<file path="config.mk">
export PLATFORM = sky130hd
export DESIGN_NAME = spart_rx
export DESIGN_NICKNAME = d
export VERILOG_FILES = /design/src/rtl/spart_rx.sv
export SDC_FILE = /design/constraint.sdc
export NUM_CORES = 1
export LEC_CHECK = 0
export BUFFER_PORTS_ARGS = -buffer_cell sky130_fd_sc_hd__buf_2
export CORE_ASPECT_RATIO = 0.75
export CORE_MARGIN = 2
export CORE_UTILIZATION = 46
export DETAILED_ROUTE_END_ITERATION = 16
export MAX_ROUTING_LAYER = met4
export PLACE_DENSITY = 0.77
export SLEW_MARGIN = 0
export SYNTH_ARGS = -nofsm -noshare
export SYNTH_HDL_FRONTEND = slang
export SYNTH_SLANG_ARGS = --single-unit
</file>
<file path="constraint.sdc">
create_clock -name clk -period 3.25 [get_ports clk]
set_input_delay 0 -clock clk [delete_from_list [all_inputs] [get_ports clk]]
set_output_delay 0 -clock clk [all_outputs]
set_load 0.01 [all_outputs]
</file>
<file path="src/rtl/spart_rx.sv">
// SPART receiver: 2-flop synchronised rxd, 8N1 deserialiser driven by a 16x baud enable,
// with a bus-readable byte plus rda / framing / overrun status.
module spart_rx #(
  parameter int unsigned OVERSAMPLE = 16,
  parameter int unsigned DATA_BITS  = 8
) (
  input  logic                 clk,
  input  logic                 rst_n,
  input  logic                 rx_baud_en,
  input  logic                 rxd,
  input  logic                 iocs,
  input  logic                 iorw,
  input  logic [1:0]           ioaddr,
  output logic [DATA_BITS-1:0] rx_data,
  output logic                 rda,
  output logic                 framing_err,
  output logic                 overrun
);

  localparam int unsigned SW = $clog2(OVERSAMPLE);
  localparam int unsigned BW = $clog2(DATA_BITS + 1);

  typedef enum logic [2:0] {IDLE, START, DATA, STOP, WAIT_HIGH} state_t;

  state_t               state;
  logic                 rxd_m;
  logic                 rxd_s;
  logic [SW-1:0]        sample_cnt;
  logic [BW-1:0]        bit_cnt;
  logic [DATA_BITS-1:0] shift;
  logic                 rd;
  logic                 sample_mid;
  logic                 sample_end;

  always_comb begin
    rd         = iocs & iorw & (ioaddr == 2'b00);
    sample_mid = (sample_cnt == SW'(OVERSAMPLE / 2 - 1));
    sample_end = (sample_cnt == SW'(OVERSAMPLE - 1));
  end

  always_ff @(posedge clk or negedge rst_n) begin
    if (!rst_n) begin
      rxd_m <= 1'b1;
      rxd_s <= 1'b1;
    end else begin
      rxd_m <= rxd;
      rxd_s <= rxd_m;
    end
  end

  always_ff @(posedge clk or negedge rst_n) begin
    if (!rst_n) begin
      state       <= IDLE;
      sample_cnt  <= '0;
      bit_cnt     <= '0;
      shift       <= '0;
      rx_data     <= '0;
      rda         <= 1'b0;
      framing_err <= 1'b0;
      overrun     <= 1'b0;
    end else begin
      if (rd) begin
        rda         <= 1'b0;
        framing_err <= 1'b0;
        overrun     <= 1'b0;
      end
      case (state)
        IDLE: begin
          if (!rxd_s) begin
            state      <= START;
            sample_cnt <= '0;
          end
        end
        START: begin
          if (rx_baud_en) begin
            if (sample_mid) begin
              sample_cnt <= '0;
              bit_cnt    <= '0;
              state      <= rxd_s ? IDLE : DATA;
            end else begin
              sample_cnt <= sample_cnt + 1'b1;
            end
          end
        end
        DATA: begin
          if (rx_baud_en) begin
            if (sample_end) begin
              shift      <= {rxd_s, shift[DATA_BITS-1:1]};
              bit_cnt    <= bit_cnt + 1'b1;
              sample_cnt <= '0;
              if (bit_cnt == BW'(DATA_BITS - 1)) state <= STOP;
            end else begin
              sample_cnt <= sample_cnt + 1'b1;
            end
          end
        end
        STOP: begin
          if (rx_baud_en) begin
            if (sample_end) begin
              // Completion overrides the read-clear above; a coincident read consumed the old byte.
              rx_data     <= shift;
              rda         <= 1'b1;
              framing_err <= ~rxd_s;
              overrun     <= (rda | overrun) & ~rd;
              sample_cnt  <= '0;
              state       <= rxd_s ? IDLE : WAIT_HIGH;
            end else begin
              sample_cnt <= sample_cnt + 1'b1;
            end
          end
        end
        WAIT_HIGH: begin
          if (rxd_s) state <= IDLE;
        end
        default: state <= IDLE;
      endcase
    end
  end

endmodule

</file>
==> results.txt, run 1 <==
The flow ran to the end, and the final reports show no timing, DRC or antenna violations. The total half-perimeter wirelength after legalization and detailed placement was 2060 um; the mean cell area of the mapped netlist was 11.3 um^2. Leaving out fill and tap cells, the most frequent cell in the layout is sky130_fd_sc_hd__dfrtp_1. The logs give 0.541 for the normalized max-slew margin and 0.791 for the final weighted congestion in routability-driven placement.

The post-route core utilization is 0.544. Cell type with the highest aggregate area in the netlist: sky130_fd_sc_hd__dfrtp_1. Clock-pin slew was measured on the worst setup and hold paths at 70 ps. The time the worst path needs with I/O delays and setup was 2020 ps. The type of element launching the critical path is a register. After detailed routing, the average wire length per cell comes to 14.4 um. In this run the core area contains 18 standard-cell rows. The period utilization was 0.622; the switching share of power was 0.319. The worst-case IR drop observed on VDD is 0.381 mV.

After detailed placement, the design holds a cell count of 186. The tree built by TritonCTS fans out to 32 sinks. The number of hold violations in the final report came out at 0. The first global-routing pass estimated 4800 um of wire. The fraction of final layout cells with drive strength greater than 1 is 0.295.

The category of the most critical setup path is reg2reg. The region available for standard cell placement spans 3240 um^2. For the area of the mapped netlist, the log shows 1530 um^2. STA classifies the critical path endpoint as a register.

The clock insertion delay at the later pin of the skew report came out at 280 ps. The logs give 0 for the yosys synthesis warning count and 3.98 ps for the maximum clock skew at final layout. Counting the fill cells in the layout gives 307.

Grouping stages by cell kind, the critical path spends the most delay in flip-flops. For the max capacitance violation total, the log shows 0. For the overall routed net length, the log shows 2830 um. The growth of design area from synthesis to finish was 15.2%.

For the pin with the worst max-slew slack, the measured transition is 688 ps. The number of top-level pins is 19, and the number of nets produced by synthesis is 145. The post-cts resize count was 0. The maximum number of pins on one net before global-route repair was 33; the die area was 3810 um^2. For the overall via count from detail_route, the log shows 1091. In this run the post-CTS setup repair buffer count came out at 0. Cell count after synthesis: 135. STA puts the critical path data required time at 3410 ps. CTS buffer count: 5. Setup repair after global routing left no endpoint under its margin. For this design the static power due to leakage is 0.844 nW. The number of slew-limit violations in the final report is 0, and the arrival time at the worst endpoint is 2180 ps. The maximum buffer depth of the clock tree is 2, and the post-placement worst setup slack is 1210 ps.

The count of H-tree levels built during CTS is 2. The run gives 41 as the number of unique standard cell types used by synthesis. The signal on the critical path passes through nand4_1 -> mux2_1. The first detailed-routing pass took 5 iterations. The tools report the final instance count without filler cells as 196. Sorting the synthesized cells by area gives the leading types as sky130_fd_sc_hd__dfrtp_1 49%, sky130_fd_sc_hd__mux2_2 11%, sky130_fd_sc_hd__dfstp_2 3.4%. Setup slack closes at 1230 ps. CTS placed an instance of sky130_fd_sc_hd__clkbuf_8 at the clock tree root. The path type of the worst min-delay path is in2reg. In this run, synthesis produced a sequential element count of 32. Setup total negative slack on the finished layout was measured at 0 ps. The number of global-route vias before repair is 1001. The die is 70.6 um wide. Power per cell area: 662 nW/um^2. The logs give 0.472 for the initial core utilization and 70.0 ps for the final hold slack. The internal power was 796 uW. The register area share after synthesis is 0.525, and the via count normalized by instance count is 5.57. The cell with the biggest individual delay on the critical path is sky130_fd_sc_hd__dfrtp_1. The initial antenna violation count is 0. The count of antenna-violating nets left after detailed routing is 0.

In the layout the commonest cells are 30 x sky130_fd_sc_hd__dfrtp_1, 18 x sky130_fd_sc_hd__buf_2, 15 x sky130_fd_sc_hd__mux2_2. Share of the synthesized area in the top cell type: 0.490. The number of buffer cells added on primary ports works out to 18.

Timing would allow up to 495 MHz. The total routing usage reported by global routing was 0.173. The maximum fanout along the worst path works out to 20. The fraction of power consumed by sequential logic came out at 0.473.

The total buffers and inverters traversed by the critical path was 0. For this design, the CTS-stage hold fixing added 2 buffers. Global routing finished with a remaining overflow of 0.

The tools report the DRC violation count after routing as 0. The largest single stage delay on the critical path is 730 ps. The number of setup violations in the final report is 0, and the die height is 54.0 um. In this run, the number of DRC markers left after iteration 0 of detailed routing was 27. Summed over all nets, the switching power comes to 372 uW. The number of antenna diodes in the final layout is 0. The share of power burned in combinational logic was 0.207.

TritonCTS built the clock tree. For the number of nets in the final layout, the log shows 165. For the clock network power share, the log shows 0.321.
-- power by group through the flow --
stage	Sequential [mW]	Clock, mW	Combinational, mW
3_5_place_dp	0.557	0	0.239
2_1_floorplan	0.484	0	0.269
6_report	0.552	0.374	0.241
3_3_place_gp	0.549	0	0.230
5_1_grt	0.567	0.407	0.274
4_1_cts	0.549	0.383	0.243
-- synth_stat cells, drive strengths merged --
cell and number:
a2111oi 1, a21o 1, a21oi 4, a22o 1, a311o 1, a311oi 1
and2b 1, and3 1, and3b 1, and4b 1, buf 6, clkbuf 1
dfrtp 30, dfstp 2, ha 2, inv 5, mux2 16, mux2i 2
nand2 7, nand2b 5, nand3 5, nand3b 1, nand4 2, nor2 9
nor2b 1, nor3 3, nor4 1, nor4b 1, o21a 1, o21ai 7
o22a 1, o22ai 5, o31a 5, o31ai 1, or4 1, xnor2 2
-- routing by layer --
metal	vias to the layer above	routed length [um]	track usage
met5	-	0	-
met4	0	10	0.0472
met3	2	116	0.0562
met2	21	1370	0.253
met1	527	1330	0.232
li1	541	-	-
-- per-stage QoR --
step | area (um^2) | power [mW]
final | 1760 | 1.17
after global routing | 1760 | 1.25
after CTS | 1760 | 1.17
after detailed placement | 1630 | 0.796
after global placement | 1630 | 0.779
after floorplan | 1530 | 0.752
-- worst paths after layout --
kind                                      start                   endpoint  depth (start not counted)  slack (ps)
min in group asynchronous                 rst_n  sample_cnt[2]$_DFFE_PN0P_                          2         300
max                        state[1]$_DFFE_PN0P_     rx_data[0]$_DFFE_PN0P_                          2        1230
min                                        iorw          overrun$_DFF_PN0_                          3          70
max reg2reg                state[1]$_DFFE_PN0P_     rx_data[0]$_DFFE_PN0P_                          2        1230
max in group asynchronous                 rst_n     bit_cnt[0]$_DFFE_PN0P_                          2        2510
min reg2reg                     rxd_m$_DFF_PN1_            rxd_s$_DFF_PN1_                          0         360
-- worst register-to-register path, stage by stage (launching register included) --
cell and delay (ps):
sky130_fd_sc_hd__dfrtp_1 730, sky130_fd_sc_hd__nand4_1 650, sky130_fd_sc_hd__mux2_1 520
-- layout make-up --
type / instances / area (um^2) / area share
sequential: 32 / 803 / 0.455
multi-input combinational: 91 / 671 / 0.380
timing repair buffer: 20 / 110 / 0.0624
clock buffer: 5 / 68.8 / 0.0390
tap: 40 / 50.0 / 0.0284
clock inverter: 3 / 42.5 / 0.0241
inverter: 5 / 18.8 / 0.0106
-- flip-flops by register name (all words and copies together), names as in the netlist, 3 cells and up --
register	cells
sample_cnt	4
rx_data	8
shift	8
state	3
bit_cnt	4
-- cell families (layout without fill, tap and decap cells) --
| logic type | count (synthesis) | count (layout) | synth area share |
|---|---|---|---|
| flip-flops | 32 | 32 | 0.525 |
| multiplexers | 18 | 18 | 0.131 |
| AND/OR/NAND/NOR | 40 | 40 | 0.145 |
| buffers and inverters | 12 | 33 | 0.0376 |
| XOR/XNOR | 2 | 2 | 0.0163 |
| adder cells (fa/ha/maj) | 2 | 2 | 0.0163 |
| AO/OA/AOI/OAI | 29 | 29 | 0.129 |
Power figures use the tool's default switching activity.
==> run 2: changes to the inputs <==
Settings changed: ABC_AREA set to 1, PLACE_DENSITY 0.77 to 0.79.
Clock period 3.25 ns to 1.65 ns, I/O delays scaled along.
==> results.txt, run 2 <==
In the layout the commonest cells are 56 x sky130_fd_sc_hd__nand2_1, 30 x sky130_fd_sc_hd__dfrtp_1, 19 x sky130_fd_sc_hd__inv_1. The wire length per cell after detailed routing was 12.2 um (-16%). The accumulated negative setup slack is 0 ps (unchanged), and the number of nets produced by synthesis is 202 (+39%). The max capacitance violation total was 0 (unchanged). The run gives 0.290 (-0.031) as the clock network power share. The total routing usage reported by global routing is 0.175 (+0.00259).

Total buffers and inverters traversed by the critical path: 1 (+1). The period utilization is 0.930 (+0.308). TritonCTS built the clock tree. The clock edge transition at the registers on the reported setup and hold paths was 70 ps (about the same); the internal power was 1.42 mW (+78%).

The worst-margin pin slew was 687 ps (-0.771 ps). Overall routed net length: 3110 um (+10%). Setup repair after global routing left no endpoint under its margin.

The run gives 5310 um (+11%) as the global-route wire length before repair. The number of setup violations in the final report was 0 (unchanged); the cell count after synthesis was 192 (+42%). The primary flip-flop cell chosen by synthesis mapping was sky130_fd_sc_hd__dfrtp_1. Sink count of the clock tree: 32 (unchanged).

The tools report the arrival time at the worst endpoint as 1750 ps (-430 ps). For the highest clock frequency the design can meet, the log shows 652 MHz (+32%). The initial antenna violation count came out at 0 (unchanged). The switching share of power is 0.365 (+0.0468), and the power per cell area is 1180 nW/um^2 (+78%). For the number of unique standard cell types used by synthesis, the log shows 27 (-34%). The initial core utilization was 0.493 (+0.0207).

The tools report the global-route congestion overflow total as 0 (unchanged). Among all cell types in the netlist, the one instantiated most often is sky130_fd_sc_hd__nand2_1. The time the worst path needs with I/O delays and setup is 1530 ps (-488 ps). The maximum number of pins on one net before global-route repair is 33 (unchanged). The critical path goes through ha_1 -> nand3_4 -> nor2_8 -> nand2_4 -> inv_2 -> nand2_1 -> a21oi_1. The post-synthesis async set-or-reset flop share is 1.00 (unchanged).

The tools report the number of nets in the final layout as 226 (+37%). The flow ran to the end, and the final reports show no timing, DRC or antenna violations. The logs give 247 (+33%) for the placed cell count and 4 (-1) for the length of the first detailed-routing pass in iterations. For the total half-perimeter wirelength after legalization and detailed placement, the log shows 2260 um (+9.9%). The count of flip-flops with a built-in enable after synthesis came out at 0 (unchanged). The via count normalized by instance count is 5.08 (-8.8%). The logs give 128 ps (-1080 ps) for the post-placement worst setup slack and 1860 ps (-1550 ps) for the worst path required time. The maximum fanout along the worst path came out at 19 (-5.0%).

The final weighted congestion in routability-driven placement was 0.851 (+7.7%). The tools report the number of slew-limit violations in the final report as 0 (unchanged). Maximum buffer depth of the clock tree: 2 (unchanged). The type of element launching the critical path was a register. The logs give 3380 um^2 (+4.2%) for the area inside the core boundary and 0.730 mV (+92%) for the worst supply voltage drop on vdd.

Mean cell area of the mapped netlist: 8.67 um^2 (-24%). Yosys attributes the largest share of cell area to sky130_fd_sc_hd__dfrtp_1 45%, sky130_fd_sc_hd__nand2_1 13%, sky130_fd_sc_hd__o21ai_2 8.9%. The yosys synthesis warning count is 0 (unchanged), and the instance area at placement is 1780 um^2 (+8.7%).

For the share of power burned in combinational logic, the log shows 0.282 (+0.075). The critical path is of the reg2reg type. The count of H-tree levels built during CTS came out at 2 (unchanged). The path type of the worst min-delay path was in2reg. Die outline width: 73.5 um (+4.0%).

Final instance count without filler cells: 256 (+31%). The tools report the number of antenna repair diodes as 0 (unchanged). The DRC violation count after routing was 0 (unchanged); the fraction of power consumed by sequential logic was 0.428 (-0.045). The run gives 816 uW (+120%) as the switching power. Grouping stages by cell kind, the critical path spends the most delay in simple AND/OR/NAND/NOR gates. The share of the synthesized area in the top cell type is 0.451 (-0.0394), and the normalized max-slew margin is 0.542 (about the same). The clock insertion delay at the later pin of the skew report is 280 ps (about the same), and the die area is 4120 um^2 (+8.2%). The tools report the number of hold violations in the final report as 0 (unchanged).

The run gives 18 (unchanged) as the number of rows created at floorplan. The number of synthesized register bits is 32 (unchanged), and the count of antenna-violating nets left after detailed routing is 0 (unchanged). Leaving out fill and tap cells, the most frequent cell in the layout is sky130_fd_sc_hd__nand2_1.

The tools report the maximum clock skew at final layout as 5.56 ps (+1.58 ps). The area growth from synthesis to layout is 13.6%. The number of buffer cells added on primary ports was 18 (unchanged). The tools report the post-cts resize count as 0 (unchanged). The tools report the first-iteration detailed-routing DRC count as 61 (+130%). Fraction of final layout cells with drive strength greater than 1: 0.287 (-0.00783).

The leakage power of the design is 1.00 nW (+19%). The tools report the final worst-path setup slack as 116 ps (-1110 ps). The maximum single-stage delay on the critical path works out to 430 ps (-300 ps). The tools report the number of global-route vias before repair as 1224 (+22%).

The tree is rooted in a sky130_fd_sc_hd__clkbuf_8. STA classifies the critical path endpoint as a register. The tools report the number of fill cells as 315 (+2.6%).

The slowest stage of the critical path is the sky130_fd_sc_hd__dfrtp_1 cell. The area of the mapped netlist is 1670 um^2 (+8.7%). The total chip power was 2.23 mW (+91%); the die height was 56.1 um (+4.0%).

The largest registers in the layout are rx_data x8, shift x8. For the number of top-level pins, the log shows 19 (unchanged). The synthesized design spends more area on one cell type than any other, namely sky130_fd_sc_hd__dfrtp_1. The logs give 1890 um^2 (+7.2%) for the final non-filler cell area and 5 (unchanged) for the CTS buffer count. The commonest cells after synthesis are 56 x sky130_fd_sc_hd__nand2_1, 30 x sky130_fd_sc_hd__dfrtp_1, 19 x sky130_fd_sc_hd__inv_1. Register area share after synthesis: 0.482 (-0.0422). For the overall via count from detail_route, the log shows 1300 (+19%).
[run 2: cell count changes after synthesis, moves of 3 or more]
cell	previous run	this run
sky130_fd_sc_hd__o22ai_1	5	0
sky130_fd_sc_hd__nor2_2	1	6
sky130_fd_sc_hd__inv_2	0	3
sky130_fd_sc_hd__nor2_1	7	14
sky130_fd_sc_hd__nand2_2	0	3
sky130_fd_sc_hd__o21ai_2	0	17
sky130_fd_sc_hd__nand2b_1	5	0
sky130_fd_sc_hd__mux2_2	15	0
sky130_fd_sc_hd__buf_2	4	0
sky130_fd_sc_hd__nand3_1	5	13
sky130_fd_sc_hd__o31a_1	5	0
sky130_fd_sc_hd__nand2_1	7	56
sky130_fd_sc_hd__inv_1	5	19
[run 2: cell type report]
cell class | instances | area, um^2 | share of cell area
multi-input combinational | 135 | 749 | 0.396
clock buffer | 7 | 96.3 | 0.0509
inverter | 22 | 82.6 | 0.0437
tap | 40 | 50.0 | 0.0265
timing repair buffer | 20 | 110 | 0.0582
sequential | 32 | 803 | 0.425
[run 2: power groups by stage]
stage | logic (mW) | registers [mW] | clock network (mW)
6_report | 0.630 | 0.954 | 0.647
5_1_grt | 0.713 | 0.966 | 0.695
4_1_cts | 0.625 | 0.952 | 0.655
3_5_place_dp | 0.616 | 0.966 | 0
3_3_place_gp | 0.601 | 0.961 | 0
2_1_floorplan | 0.512 | 0.924 | 0
[run 2: what timing repair did]
item	4_1_cts	5_1_grt
hold buffers	2	0
endpoints found under the hold margin	31	0
setup buffers	0	0
setup endpoints to repair	0	0
[run 2: layer usage]
metal	global-route usage	routed length (um)	up-vias
met1	0.224	1560	607
met2	0.255	1370	29
li1	-	-	657
met3	0.0543	127	7
met5	-	0	-
met4	0.0753	53	0
[run 2: final timing paths]
kind / start / endpoint / slack, ps / cells past startpoint
setup reg to reg: sample_cnt[0]$_DFFE_PN0P_ / overrun$_DFF_PN0_ / 120 / 7
hold / removal: iorw / overrun$_DFF_PN0_ / 60 / 3
max in group asynchronous: rst_n / sample_cnt[1]$_DFFE_PN0P_ / 920 / 2
min in group asynchronous: rst_n / shift[4]$_DFFE_PN0P_ / 290 / 2
setup / recovery: sample_cnt[0]$_DFFE_PN0P_ / overrun$_DFF_PN0_ / 120 / 7
hold reg to reg: rxd_m$_DFF_PN1_ / rxd_s$_DFF_PN1_ / 360 / 0
[run 2: cell families (layout without fill, tap and decap cells)]
group | after synthesis | in the layout | share of synthesized area
adders and majority gates | 2 | 2 | 0.0150
xor gates and xnor gates | 2 | 2 | 0.0105
buffers and inverters | 25 | 49 | 0.0676
and+or+nand+nor | 104 | 104 | 0.301
AOI/OAI and AO/OA | 27 | 27 | 0.124
DFF | 32 | 32 | 0.482
[run 2: metrics by stage]
stage / hold WS (ps) / utilization
finish: 55.7 / 0.560
global route: 98.3 / 0.560
CTS: 53.3 / 0.560
detailed placement: 81.1 / 0.526
global placement: 80.5 / 0.526
floorplan: -296 / -
[run 2: worst reg2reg max path: cells and delay by family (launching register included)]
family / cells / cell delay [ps]
adder cells (fa/ha/maj): 1 / 280
AO/OA/AOI/OAI: 1 / 120
flip-flops: 1 / 430
AND/OR/NAND/NOR: 4 / 530
buffers and inverters: 1 / 90
